$ cat src/rtl/control_flow_unit_l6_if.sv
// Micro-op encoding and the D->X / X->W / squash bundle for the control-flow execute unit.
// master = upstream/downstream environment view, slave = execute unit view.
package control_flow_unit_l6_pkg;
  typedef enum logic [3:0] {
    OP_NOP  = 4'd0,
    OP_ADD  = 4'd1,
    OP_BEQ  = 4'd2,
    OP_BNE  = 4'd3,
    OP_BLT  = 4'd4,
    OP_BGE  = 4'd5,
    OP_BLTU = 4'd6,
    OP_BGEU = 4'd7,
    OP_JAL  = 4'd8,
    OP_JALR = 4'd9
  } rv_uop;
endpackage

interface control_flow_unit_l6_if #(
  parameter int p_seq_num_bits   = 5,
  parameter int p_phys_addr_bits = 6
);
  import control_flow_unit_l6_pkg::*;

  logic                        D_val, D_rdy;
  logic [31:0]                 D_pc, D_op1, D_op2, D_op3;
  logic [p_seq_num_bits-1:0]   D_seq_num;
  logic [4:0]                  D_waddr;
  rv_uop                       D_uop;
  logic [p_phys_addr_bits-1:0] D_preg, D_ppreg;

  logic                        W_val, W_rdy;
  logic [31:0]                 W_pc, W_wdata;
  logic [p_seq_num_bits-1:0]   W_seq_num;
  logic [4:0]                  W_waddr;
  logic                        W_wen;
  logic [p_phys_addr_bits-1:0] W_preg, W_ppreg;

  logic                        squash_val;
  logic [31:0]                 squash_target;
  logic [p_seq_num_bits-1:0]   squash_seq_num;

  modport master (
    output D_val, D_pc, D_op1, D_op2, D_op3, D_seq_num, D_waddr, D_uop, D_preg, D_ppreg,
    input  D_rdy,
    input  W_val, W_pc, W_wdata, W_seq_num, W_waddr, W_wen, W_preg, W_ppreg,
    output W_rdy,
    input  squash_val, squash_target, squash_seq_num
  );

  modport slave (
    input  D_val, D_pc, D_op1, D_op2, D_op3, D_seq_num, D_waddr, D_uop, D_preg, D_ppreg,
    output D_rdy,
    output W_val, W_pc, W_wdata, W_seq_num, W_waddr, W_wen, W_preg, W_ppreg,
    input  W_rdy,
    output squash_val, squash_target, squash_seq_num
  );
endinterface

$ cat src/rtl/control_flow_unit_l6.sv
// Control-flow execute unit: in-order op queue, branch/jump resolution at the head,
// one squash pulse per redirecting op, link value to writeback.
module control_flow_unit_l6
  import control_flow_unit_l6_pkg::*;
#(
  parameter int p_seq_num_bits   = 5,
  parameter int p_phys_addr_bits = 6,
  parameter int p_depth          = 2
) (
  input logic clk,
  input logic rst,
  control_flow_unit_l6_if.slave io
);
  localparam int PW = (p_depth > 1) ? $clog2(p_depth) : 1;
  localparam int CW = $clog2(p_depth + 1);

  typedef struct packed {
    logic [31:0]                 pc, op1, op2, op3;
    logic [p_seq_num_bits-1:0]   seq_num;
    logic [4:0]                  waddr;
    rv_uop                       uop;
    logic [p_phys_addr_bits-1:0] preg, ppreg;
  } entry_t;

  entry_t              q [p_depth];
  logic [p_depth-1:0]  vld;
  logic [PW-1:0]       head, tail;
  logic [CW-1:0]       count;
  logic                sent;
  logic                d_xfer, w_xfer, full, redirect, wen;
  logic [31:0]         target;
  entry_t              h;

  // Explicit wrap so non-power-of-two depths work.
  function automatic logic [PW-1:0] nxt(input logic [PW-1:0] p);
    return (p == PW'(p_depth - 1)) ? '0 : p + PW'(1);
  endfunction

  assign h      = q[head];
  assign full   = (count == CW'(p_depth));
  assign w_xfer = io.W_val & io.W_rdy;
  assign d_xfer = io.D_val & io.D_rdy;

  assign io.D_rdy = ~full | w_xfer;
  assign io.W_val = vld[head];

  always_comb begin
    redirect = 1'b0;
    wen      = 1'b0;
    target   = h.pc + h.op3;
    case (h.uop)
      OP_BEQ:  redirect = (h.op1 == h.op2);
      OP_BNE:  redirect = (h.op1 != h.op2);
      OP_BLT:  redirect = ($signed(h.op1) <  $signed(h.op2));
      OP_BGE:  redirect = ($signed(h.op1) >= $signed(h.op2));
      OP_BLTU: redirect = (h.op1 <  h.op2);
      OP_BGEU: redirect = (h.op1 >= h.op2);
      OP_JAL:  wen = 1'b1;
      OP_JALR: begin
        redirect = 1'b1;
        wen      = 1'b1;
        target   = (h.op1 + h.op3) & ~32'h1;
      end
      default: ;
    endcase
  end

  assign io.W_pc           = h.pc;
  assign io.W_wdata        = h.pc + 32'd4;
  assign io.W_seq_num      = h.seq_num;
  assign io.W_waddr        = h.waddr;
  assign io.W_wen          = wen;
  assign io.W_preg         = h.preg;
  assign io.W_ppreg        = h.ppreg;
  assign io.squash_val     = io.W_val & redirect & ~sent;
  assign io.squash_target  = target;
  assign io.squash_seq_num = h.seq_num;

  // Payload storage carries no reset; validity is tracked separately.
  always_ff @(posedge clk) begin
    if (d_xfer)
      q[tail] <= '{pc: io.D_pc, op1: io.D_op1, op2: io.D_op2, op3: io.D_op3,
                   seq_num: io.D_seq_num, waddr: io.D_waddr, uop: io.D_uop,
                   preg: io.D_preg, ppreg: io.D_ppreg};
  end

  always_ff @(posedge clk or negedge rst) begin
    if (!rst) begin
      head  <= '0;
      tail  <= '0;
      count <= '0;
      vld   <= '0;
      sent  <= 1'b0;
    end else begin
      // Clear before set: on a full-queue bypass head==tail and the slot is refilled.
      if (w_xfer) begin
        vld[head] <= 1'b0;
        head      <= nxt(head);
      end
      if (d_xfer) begin
        vld[tail] <= 1'b1;
        tail      <= nxt(tail);
      end
      case ({d_xfer, w_xfer})
        2'b10:   count <= count + CW'(1);
        2'b01:   count <= count - CW'(1);
        default: ;
      endcase
      if (w_xfer)             sent <= 1'b0;
      else if (io.squash_val) sent <= 1'b1;
    end
  end
endmodule

$ cat src/flat_wrapper.sv
// flat-port wrapper written by rule: the top's interface ports become plain ports
module control_flow_unit_l6_flat import control_flow_unit_l6_pkg::*;
#(
  parameter int p_seq_num_bits   = 5,
  parameter int p_phys_addr_bits = 6,
  parameter int p_depth          = 2
)
  (clk, rst, io_D_val, io_D_pc, io_D_op1, io_D_op2, io_D_op3, io_D_seq_num, io_D_waddr, io_D_uop, io_D_preg, io_D_ppreg, io_D_rdy, io_W_val, io_W_pc, io_W_wdata, io_W_seq_num, io_W_waddr, io_W_wen, io_W_preg, io_W_ppreg, io_W_rdy, io_squash_val, io_squash_target, io_squash_seq_num);
  control_flow_unit_l6_if #(.p_seq_num_bits(p_seq_num_bits), .p_phys_addr_bits(p_phys_addr_bits)) io_i ();
  input logic clk;
  input logic rst;
  input wire logic [$bits(io_i.D_val)-1:0] io_D_val;
  input wire logic [$bits(io_i.D_pc)-1:0] io_D_pc;
  input wire logic [$bits(io_i.D_op1)-1:0] io_D_op1;
  input wire logic [$bits(io_i.D_op2)-1:0] io_D_op2;
  input wire logic [$bits(io_i.D_op3)-1:0] io_D_op3;
  input wire logic [$bits(io_i.D_seq_num)-1:0] io_D_seq_num;
  input wire logic [$bits(io_i.D_waddr)-1:0] io_D_waddr;
  input wire logic [$bits(io_i.D_uop)-1:0] io_D_uop;
  input wire logic [$bits(io_i.D_preg)-1:0] io_D_preg;
  input wire logic [$bits(io_i.D_ppreg)-1:0] io_D_ppreg;
  output wire logic [$bits(io_i.D_rdy)-1:0] io_D_rdy;
  output wire logic [$bits(io_i.W_val)-1:0] io_W_val;
  output wire logic [$bits(io_i.W_pc)-1:0] io_W_pc;
  output wire logic [$bits(io_i.W_wdata)-1:0] io_W_wdata;
  output wire logic [$bits(io_i.W_seq_num)-1:0] io_W_seq_num;
  output wire logic [$bits(io_i.W_waddr)-1:0] io_W_waddr;
  output wire logic [$bits(io_i.W_wen)-1:0] io_W_wen;
  output wire logic [$bits(io_i.W_preg)-1:0] io_W_preg;
  output wire logic [$bits(io_i.W_ppreg)-1:0] io_W_ppreg;
  input wire logic [$bits(io_i.W_rdy)-1:0] io_W_rdy;
  output wire logic [$bits(io_i.squash_val)-1:0] io_squash_val;
  output wire logic [$bits(io_i.squash_target)-1:0] io_squash_target;
  output wire logic [$bits(io_i.squash_seq_num)-1:0] io_squash_seq_num;
  assign io_i.D_val = io_D_val;
  assign io_i.D_pc = io_D_pc;
  assign io_i.D_op1 = io_D_op1;
  assign io_i.D_op2 = io_D_op2;
  assign io_i.D_op3 = io_D_op3;
  assign io_i.D_seq_num = io_D_seq_num;
  assign io_i.D_waddr = io_D_waddr;
  assign io_i.D_uop = io_D_uop;
  assign io_i.D_preg = io_D_preg;
  assign io_i.D_ppreg = io_D_ppreg;
  assign io_D_rdy = io_i.D_rdy;
  assign io_W_val = io_i.W_val;
  assign io_W_pc = io_i.W_pc;
  assign io_W_wdata = io_i.W_wdata;
  assign io_W_seq_num = io_i.W_seq_num;
  assign io_W_waddr = io_i.W_waddr;
  assign io_W_wen = io_i.W_wen;
  assign io_W_preg = io_i.W_preg;
  assign io_W_ppreg = io_i.W_ppreg;
  assign io_i.W_rdy = io_W_rdy;
  assign io_squash_val = io_i.squash_val;
  assign io_squash_target = io_i.squash_target;
  assign io_squash_seq_num = io_i.squash_seq_num;
  control_flow_unit_l6 #(.p_seq_num_bits(p_seq_num_bits), .p_phys_addr_bits(p_phys_addr_bits), .p_depth(p_depth)) u_core (.clk(clk), .rst(rst), .io(io_i));
endmodule
$ cat config.mk
export PLATFORM = sky130hd
export DESIGN_NAME = control_flow_unit_l6_flat
export DESIGN_NICKNAME = d
export VERILOG_FILES = /design/src/rtl/control_flow_unit_l6_if.sv /design/src/rtl/control_flow_unit_l6.sv /design/src/flat_wrapper.sv
export SDC_FILE = /design/constraint.sdc
export NUM_CORES = 1
export LEC_CHECK = 0
export ABC_AREA = 1
export CELL_PAD_IN_SITES_DETAIL_PLACEMENT = 0
export CELL_PAD_IN_SITES_GLOBAL_PLACEMENT = 1
export CORE_MARGIN = 2
export CORE_UTILIZATION = 43
export CTS_BUF_LIST = sky130_fd_sc_hd__clkbuf_4 sky130_fd_sc_hd__clkbuf_8
export CTS_CLUSTER_DIAMETER = 30
export DETAILED_ROUTE_END_ITERATION = 10
export MAX_ROUTING_LAYER = met4
export PLACE_DENSITY = 0.91
export RECOVER_POWER = 100
export SYNTH_ARGS = -nofsm -noshare
export SYNTH_HDL_FRONTEND = slang
export SYNTH_SLANG_ARGS = --single-unit
export TNS_END_PERCENT = 100
$ cat constraint.sdc
create_clock -name clk -period 11.4 [get_ports clk]
set_input_delay 2.85 -clock clk [delete_from_list [all_inputs] [get_ports clk]]
set_output_delay 2.85 -clock clk [all_outputs]
set_load 0.01 [all_outputs]
After elaboration in Yosys (flattened, before gate mapping). Memories as Yosys holds them, arrays and structs flattened. Cells that the tools add are included.

Register bits after elaboration: 7. Output and inout bits: 127. Input port bits: 158. Bits in writable memories: 308. Word-level logic and storage cells: 67. Memories: 1.

$lt $le $gt $ge: 8. Add/sub/neg operators: 7. Bitwise operators: 10. Reductions and logical operators: 5. Muxes and demuxes: 18. Equal/unequal tests: 13.

Memory list: u_core.q (words 2, bits a word 154, rd ports 1, clocked after Yosys merged registers in 0, wr ports 1, RTL line control_flow_unit_l6.sv:25) `entry_t q [p_depth];`.

Operator list (number): $add 32x32->32 (2); $ge 32x32->1 (2); $lt 32x32->1 (2); $add 32x3->32 const B (1); $eq 32x32->1 (1); $mux 32 (1); $ne 32x32->1 (1); $eq 4x3->1 const B (4); $mux 1 (11); $eq 4x2->1 const B (2); $eq 4x4->1 const B (2); $pmux 1 s7 (1); $and 1x1->1 (4); $eq 2x2->1 const B (2); $lt 1x2->1 const B (2); $mux 2 (2); $pmux 2 s2 (1); $reduce_bool 2->1 (2); $add 1x1->1 const B (2); $add 2x1->2 const B (1); $and 2x2->2 (1); $demux 1 s1 (2); $eq 2x1->1 const B (1); $ge 1x1->1 const B (2); other kinds (7) (9).

Depth between registers and ports, before layout. Gate-level depths: netlist (run 1).

Depth in word-level cells: 9. Gate-level depth with buffers: 26. Gate-level depth less buffers: 23.

Least setup slack after synthesis (run 1). No wires, ideal clock.

Path kind: input -> register. Start: input io_W_rdy. End: memory u_core.q[1][0] (netlist name) (enable). Cell stages on the path: 4. Setup slack: 1.064 ns. Data required time: 10.729 ns. Setup time: 0.671 ns. Arrival time: 9.664 ns. Buffers on the path: 0. Path through: nand2_1 > nand3b_1 > nand2_1 > nor2_1.

Longest elaborated chain between the ends: 5.

RTL lines: from (decl) (RTL line flat_wrapper.sv:31) `input wire logic [$bits(io_i.W_rdy)-1:0] io_W_rdy;`; $and 1x1->1 (RTL line control_flow_unit_l6.sv:41) `assign w_xfer = io.W_val & io.W_rdy;`; $or 1x1->1 (RTL line control_flow_unit_l6.sv:44) `assign io.D_rdy = ~full | w_xfer;`; net io_D_rdy (RTL line flat_wrapper.sv:22) `output wire logic [$bits(io_i.D_rdy)-1:0] io_D_rdy;`; $and 1x1->1 (RTL line control_flow_unit_l6.sv:42) `assign d_xfer = io.D_val & io.D_rdy;`; $mux 1 (RTL line control_flow_unit_l6.sv:81) `if (d_xfer)`; $mux 1 (implied by the code) (RTL line control_flow_unit_l6.sv:82) `q[tail] <= '{pc: io.D_pc, op1: io.D_op1, op2: io.D_op2, op3: io.D_op3,`; to (decl) (RTL line control_flow_unit_l6.sv:25).

The timed path passes the listed nets, and every way through them passes these cells.

Final worst setup path (run 1).
Start: register u_core.head. End: output io_squash_target[18].

Longest elaborated chain between the ends: 3. Elaborated cells between the ends (all ways): 5. Classes of those cells: add/sub: 2; eq/ne: 1; mux: 1; memory: 1.

RTL lines: from (decl) (RTL line control_flow_unit_l6.sv:27) `logic [PW-1:0] head, tail;`; from (signal assigned) (RTL line control_flow_unit_l6.sv:98) `head <= nxt(head);`; $mem_v2 2x154 *; $add 32x32->32, or another cell as far along (RTL line control_flow_unit_l6.sv:50) `target = h.pc + h.op3;`; $mux 32 * (RTL line control_flow_unit_l6.sv:51) `case (h.uop)`; to (decl) (RTL line flat_wrapper.sv:33) `output wire logic [$bits(io_i.squash_target)-1:0] io_squash_target;`.

Mark *: on every way between the ends. The rest lies on a longest branch, timed or not.

==> impl_metrics.yaml, run 1 <==
run_status:
  status: "finished, violations left"
  violations: "capacitance limit, slew limit"
timing:
  drv_slew: 345
  setup_viol: 0
  worst_slew_pin_slew_ps: 4200
  relSlewSlack: -1.80
  fin_worst_skew_ps: 40.5
  min_period_over_period: 0.791
  tns_ps: 0
  finalHoldViolCount: 0
  rsz0062_at_grt: "false"
  maxClockFrequency_ghz: 0.111
  period_needed_ps: 9020
pwr:
  p_sw_mw: 3.25
  swShare: 0.458
  power_frac_clock: 0.158
  pwr-share-comb: 0.602
  powerDensity_nw_per_um2: 335
  total_power_mw: 7.10
  max-vdd-ir-drop_v: 0.000237
  intPower_mw: 3.85
  cellLeakagePower_nw: 8.71
  seqPwrFrac: 0.240
cts:
  cts_made_buffers: 60
  cts_num_sinks: 315
  htree_levels: 2
  cts_setup_buffers: 0
  ctsHoldBuffers: 0
  cts_tree: "yes"
  clk_latency_ps: 660
  cts_resized: 0
  clock_path_buffers: 3
  cts-root-buf: "clkbuf_8"
  path_clk_slew_ps: 50
synth:
  yosys_warnings: 0
  synth_ff_type: "edfxtp_1"
  synth_area_um2: 16700
  ys_seq_elements: 315
  syn_area_per_cell_um2: 10.1
  synthTopCellsByArea: "edfxtp_1 (55%), nand2_1 (11%), ha_1 (7.1%)"
  syn_nets: 1915
  synth_enable_flop_cells: 308
  ys_seq_area_frac: 0.564
  synth.top_cell.area_share: 0.553
  yosysTopAreaCell: "edfxtp_1"
  postSynthCellCount: 1660
  ys_async_sr_fraction: 0.0222
  synth.distinct_cells: 49
drt:
  wirelength_mm: 45.4
  vias: 12818
  first_pass_iters: 5
  drcViolationCount: 0
  antenna_left: 0
  dr.first_iter.drc_count: 782
  viasPerCell: 5.04
  wire_per_inst_um: 17.8
setup_path:
  regToRegSetupSlack_ps: 3260
  rr_endpoint: "u_core.q[0][24]"
  crit_type: "flip-flop to output pin"
  crit_required_ps: 8550
  r2r-start: "u_core.head"
  end_kind: "output pin"
  crit_fanout: 71
  start_kind: "flip-flop"
  worst_r2r_path_depth: 9
  arrival_ps: 6170
die:
  core_um2: 38600
  start_util: 0.434
  fp-row-count: 72
  die-area_um2: 40500
  fp.dieW_um: 201
  ioPinCount: 285
  die_h_um: 201
flow_run:
  drv_cap: 7
global_routing:
  grt_use_total: 0.228
  grt_pass1_vias: 12670
  grt-ovfl-total: 0
  antenna_found_initial: 4
  grt_pass1_wl_mm: 68.8
  grt_max_degree: 73
finish:
  fin_nets: 2227
  final_layout_size_suffix_gt1_frac: 0.0703
  fin_cells: 2544
  area_growth_pct: 26.8
place:
  placed_cells: 2428
  portBuffers: 284
  gp_congestion: 0.919
  hpwl_mm: 34.1
worst_hold_path:
  min_delay_path_depth: 1
  holdCritPathClass: "flip-flop to flip-flop"
  worstHoldStart: "u_core.count[1]"
  whs_endpoint: "u_core.count[1]"
flip-flops by register name, indices dropped and copies added, names as in the netlist:
register	count
u_core.count	2
u_core.head	1
u_core.q	308
u_core.sent	1
u_core.tail	1
u_core.vld	2
kinds of logic (layout without fill, tap and decap cells):
| family | count (synthesis) | count (layout) | synth area share |
|---|---|---|---|
| and+or+nand+nor | 715 | 715 | 0.182 |
| DFF | 315 | 315 | 0.564 |
| AOI/OAI and AO/OA | 281 | 281 | 0.0928 |
| buffers and inverters | 168 | 529 | 0.0414 |
| adders and majority gates | 97 | 97 | 0.0735 |
| xor gates and xnor gates | 49 | 49 | 0.0257 |
| muxes | 35 | 35 | 0.0209 |
| other | 0 | 5 | 0 |
synthesized netlist by cell type, types with 3 or more instances:
library cell  instances
a21oi_1             106
nor2_1              102
xor2_1               38
inv_2                 5
or2_2                24
a221oi_1              3
o211ai_1              3
clkbuf_1             17
buf_2                14
o31ai_1               3
o21ai_1               9
nand3b_1              6
nor3_1               13
ha_1                 95
a21o_1               16
nand2_1             487
xnor2_1              11
a21boi_0              6
nand3_1              34
nor4_1                5
edfxtp_1            308
nand4_1              10
a31oi_1               7
o21ai_0             108
o21a_1                9
nand2_2               6
mux2i_1              35
inv_1               120
or2_1                 5
buf_4                 8
dfrtp_1               7
nor2_2                7
nor2_4                3
o21bai_1              6
layout by cell type, fill, tap and decap left out, drive strengths merged, types with 38 or more instances in the layout:
master / synthesis / final
nand2: 495 / 495
edfxtp: 308 / 308
dlygate4sd3: 0 / 261
inv: 125 / 129
o21ai: 119 / 119
nor2: 112 / 112
a21oi: 106 / 106
ha: 95 / 95
clkbuf: 17 / 75
xor2: 38 / 38
worst max-delay path by stage:
stage | start | to | slack (ps) | cells after the start
after floorplan | io_W_rdy | u_core.q[1][0] | 1060 | 4
after global placement | u_core.head | io_squash_target[30] | 3660 | 14
after detailed placement | u_core.head | io_squash_target[30] | 3630 | 14
after CTS | u_core.head | io_squash_target[30] | 2870 | 14
after global routing | u_core.head | io_squash_target[18] | 1960 | 11
final | u_core.head | io_squash_target[18] | 2380 | 15
per-stage QoR:
| stage | instance area, um2 | hold slack (ps) | setup WS (ps) | utilization |
|---|---|---|---|---|
| 6_report | 21200 | 483 | 2380 | 0.550 |
| 5_1_grt | 21200 | 499 | 1960 | 0.550 |
| 4_1_cts | 21300 | 484 | 2870 | 0.553 |
| 3_5_place_dp | 20100 | 473 | 3630 | 0.521 |
| 3_3_place_gp | 20100 | 461 | 3660 | 0.521 |
| 2_1_floorplan | 16700 | 447 | 1060 | - |
metal layers:
metal,wire length [um],GRT usage,vias up
li1,-,-,6388
met1,19900,0.280,5999
met2,22100,0.380,365
met3,2390,0.0454,66
met4,1040,0.0699,0
met5,0,-,-
power groups by stage:
stage / clock network, mW / registers, mW / logic [mW]
after floorplan: 0 / 1.73 / 2.67
after global placement: 0 / 1.68 / 4.41
after detailed placement: 0 / 1.70 / 4.44
after CTS: 1.16 / 1.68 / 4.47
after global routing: 1.20 / 1.73 / 4.74
final: 1.13 / 1.70 / 4.27
worst max-delay path, stage by stage (launching register included):
cell	delay, ps
dfrtp_1	980
inv_4	500
or2_2	430
o21ai_0	160
inv_1	180
ha_1	390
nand2_1	70
o21ai_0	300
a21oi_1	190
o21ai_0	540
a21oi_1	170
o21ai_0	340
xor2_1	190
nand2_1	70
o21ai_0	270
dlygate4sd3_1	680
area by class of cell:
type,instances,area (um2)
inverters,125,472
diodes,5,12.5
well taps,518,648
clock buffers,69,893
multi-input cells,1177,6520
flip-flops and latches,315,9420
clock inverters,42,354
repair buffers,293,2890
fillers,3437,17300
(Power assumes the default switching activity.)
==> run 2: changes to the inputs <==
Settings changed: CORE_UTILIZATION 43 to 39, PLACE_DENSITY 0.91 to 0.87.
Clock period 11.4 ns to 8 ns, I/O delays scaled along.
==> run 2 against run 1 <==
Effect of this change: first-iteration DRC count is 7.0% higher; clock skew fell by 13 ps; critical path depth increased by 1; largest cell class unchanged; the run still ends with capacitance limit, slew limit left.
==> impl_metrics.yaml, run 2 (synthesis gave the netlist of run 1 again) <==
run_status:
  status: "finished, violations left"
  violations: "capacitance limit, slew limit"
cts:
  cts_resized: 0
  clock_path_buffers: 3
  cts_tree: "yes"
  cts_num_sinks: 315
  cts_setup_buffers: 0
  htree_levels: 3
  path_clk_slew_ps: 50
  cts-root-buf: "clkbuf_8"
  ctsHoldBuffers: 0
  clk_latency_ps: 630
  cts_made_buffers: 67
setup_path:
  crit_type: "flip-flop to output pin"
  crit_required_ps: 6000
  arrival_ps: 5390
  worstSetupEndpoint: "io_squash_target[19]"
  rr_endpoint: "u_core.q[1][23]"
  end_kind: "output pin"
  r2r-start: "u_core.head"
  cp-startpoint: "u_core.head"
  regToRegSetupSlack_ps: 1760
  worst_r2r_path_depth: 8
  start_kind: "flip-flop"
  crit_fanout: 37
timing:
  tns_ps: 0
  worst_slew_pin_slew_ps: 5370
  layout_setup_ws_ps: 606
  whs_ps: 488
  setup_viol: 0
  min_period_over_period: 0.924
  fin_worst_skew_ps: 27.7
  rsz0062_at_grt: "false"
  drv_slew: 346
  finalHoldViolCount: 0
  period_needed_ps: 7390
  maxClockFrequency_ghz: 0.135
  relSlewSlack: -2.58
finish:
  final_layout_size_suffix_gt1_frac: 0.0824
  fin_nets: 2240
  final_common_cell: "nand2_1"
  regMostFlops: "u_core.q"
  largest_register_ff_count: 308
  final_cell_mix: "nand2_1 (487), edfxtp_1 (308), dlygate4sd3_1 (262)"
  fin_cells: 2581
  postLayoutCoreUtil: 0.512
  top_regs: "u_core.q (308), u_core.count (2), u_core.vld (2)"
  area_growth_pct: 28.9
die:
  die_h_um: 211
  fp.dieW_um: 211
  start_util: 0.397
  ioPinCount: 285
  die-area_um2: 44600
  core_um2: 42100
  fp-row-count: 75
pwr:
  power_frac_clock: 0.179
  intPower_mw: 5.75
  cellLeakagePower_nw: 8.85
  seqPwrFrac: 0.232
  pwr-share-comb: 0.588
  p_sw_mw: 4.75
  powerDensity_nw_per_um2: 487
  max-vdd-ir-drop_v: 0.000254
  swShare: 0.453
global_routing:
  met3_usage: 0.0409
  use_met1: 0.269
  antenna_found_initial: 4
  grt_use_total: 0.216
  grt_busiest_layer: "met2"
  grt-ovfl-total: 0
  grt_util_met2: 0.347
  grt_max_degree: 93
  grt_pass1_wl_mm: 70.8
  grt_pass1_vias: 12749
place:
  dp_slack_ps: 1310
  gp_congestion: 0.926
  portBuffers: 284
  hpwl_mm: 35.1
  placed_cells: 2455
drt:
  drcViolationCount: 0
  viasPerCell: 5.00
  antenna_left: 0
  first_pass_iters: 5
  wirelength_mm: 46.8
  dr.first_iter.drc_count: 837
  vias: 12917
  wire_per_inst_um: 18.1
worst_hold_path:
  holdCritPathClass: "flip-flop to flip-flop"
  min_delay_path_depth: 1
flow_run:
  drv_cap: 6
## run 2: cell count changes in the layout (fill, tap and decap cells not counted), sizes merged
cell           change
buf                +6
clkinv             -5
dlygate4sd3        +1
bufinv             +4
clkdlybuf4s50      -1
clkinvlp           +5
diode              -1
clkbuf             +7
## run 2: layout make-up
class | count | area, um2
Inverter | 125 | 472
Antenna cell | 4 | 10.0
Clock buffer | 76 | 1000
Fill cell | 3824 | 20600
Timing Repair Buffer | 299 | 2930
Tap cell | 539 | 674
Sequential cell | 315 | 9430
Multi-Input combinational cell | 1177 | 6550
Clock inverter | 46 | 489
## run 2: power by group through the flow
| stage | Combinational (mW) | Sequential (mW) | Clock [mW] |
|---|---|---|---|
| 2_1_floorplan | 3.81 | 2.42 | 0 |
| 3_3_place_gp | 6.37 | 2.41 | 0 |
| 3_5_place_dp | 6.42 | 2.42 | 0 |
| 4_1_cts | 6.46 | 2.39 | 1.93 |
| 5_1_grt | 6.85 | 2.48 | 2.02 |
| 6_report | 6.18 | 2.44 | 1.88 |
## run 2: how the worst min path moves through the flow
stage	from	to
after detailed placement	u_core.count[1]	u_core.count[1]
after global routing	u_core.count[1]	u_core.count[1]
after CTS	u_core.count[1]	u_core.count[1]
final	u_core.count[1]	u_core.count[1]
after global placement	u_core.count[1]	u_core.count[1]
after floorplan	u_core.count[1]	u_core.count[1]
## run 2: metal layers
| layer | wire length [um] | vias up |
|---|---|---|
| li1 | - | 6421 |
| met1 | 20400 | 6023 |
| met2 | 22300 | 389 |
| met3 | 2630 | 84 |
| met4 | 1490 | 0 |
| met5 | 0 | - |
## run 2: through the flow
stage                     instance area (um2)  total power [mW]
after global placement                  20200              8.77
after detailed placement                20200              8.84
after global routing                    21600              11.3
after CTS                               21700              10.8
final                                   21600              10.5
after floorplan                         16700              6.23
## run 2: critical path: stages (launching register included)
cell and delay (ps):
dfrtp_4 710, inv_4 250, buf_4 330, or2_2 310, o21ai_0 160, inv_1 120
ha_1 310, nand3_1 70, o21ai_0 720, a21oi_1 190, o21ai_1 310, nand2_1 110
nand2_1 110, xor2_1 150, nand2_1 60, o21ai_1 180, dlygate4sd3_1 660
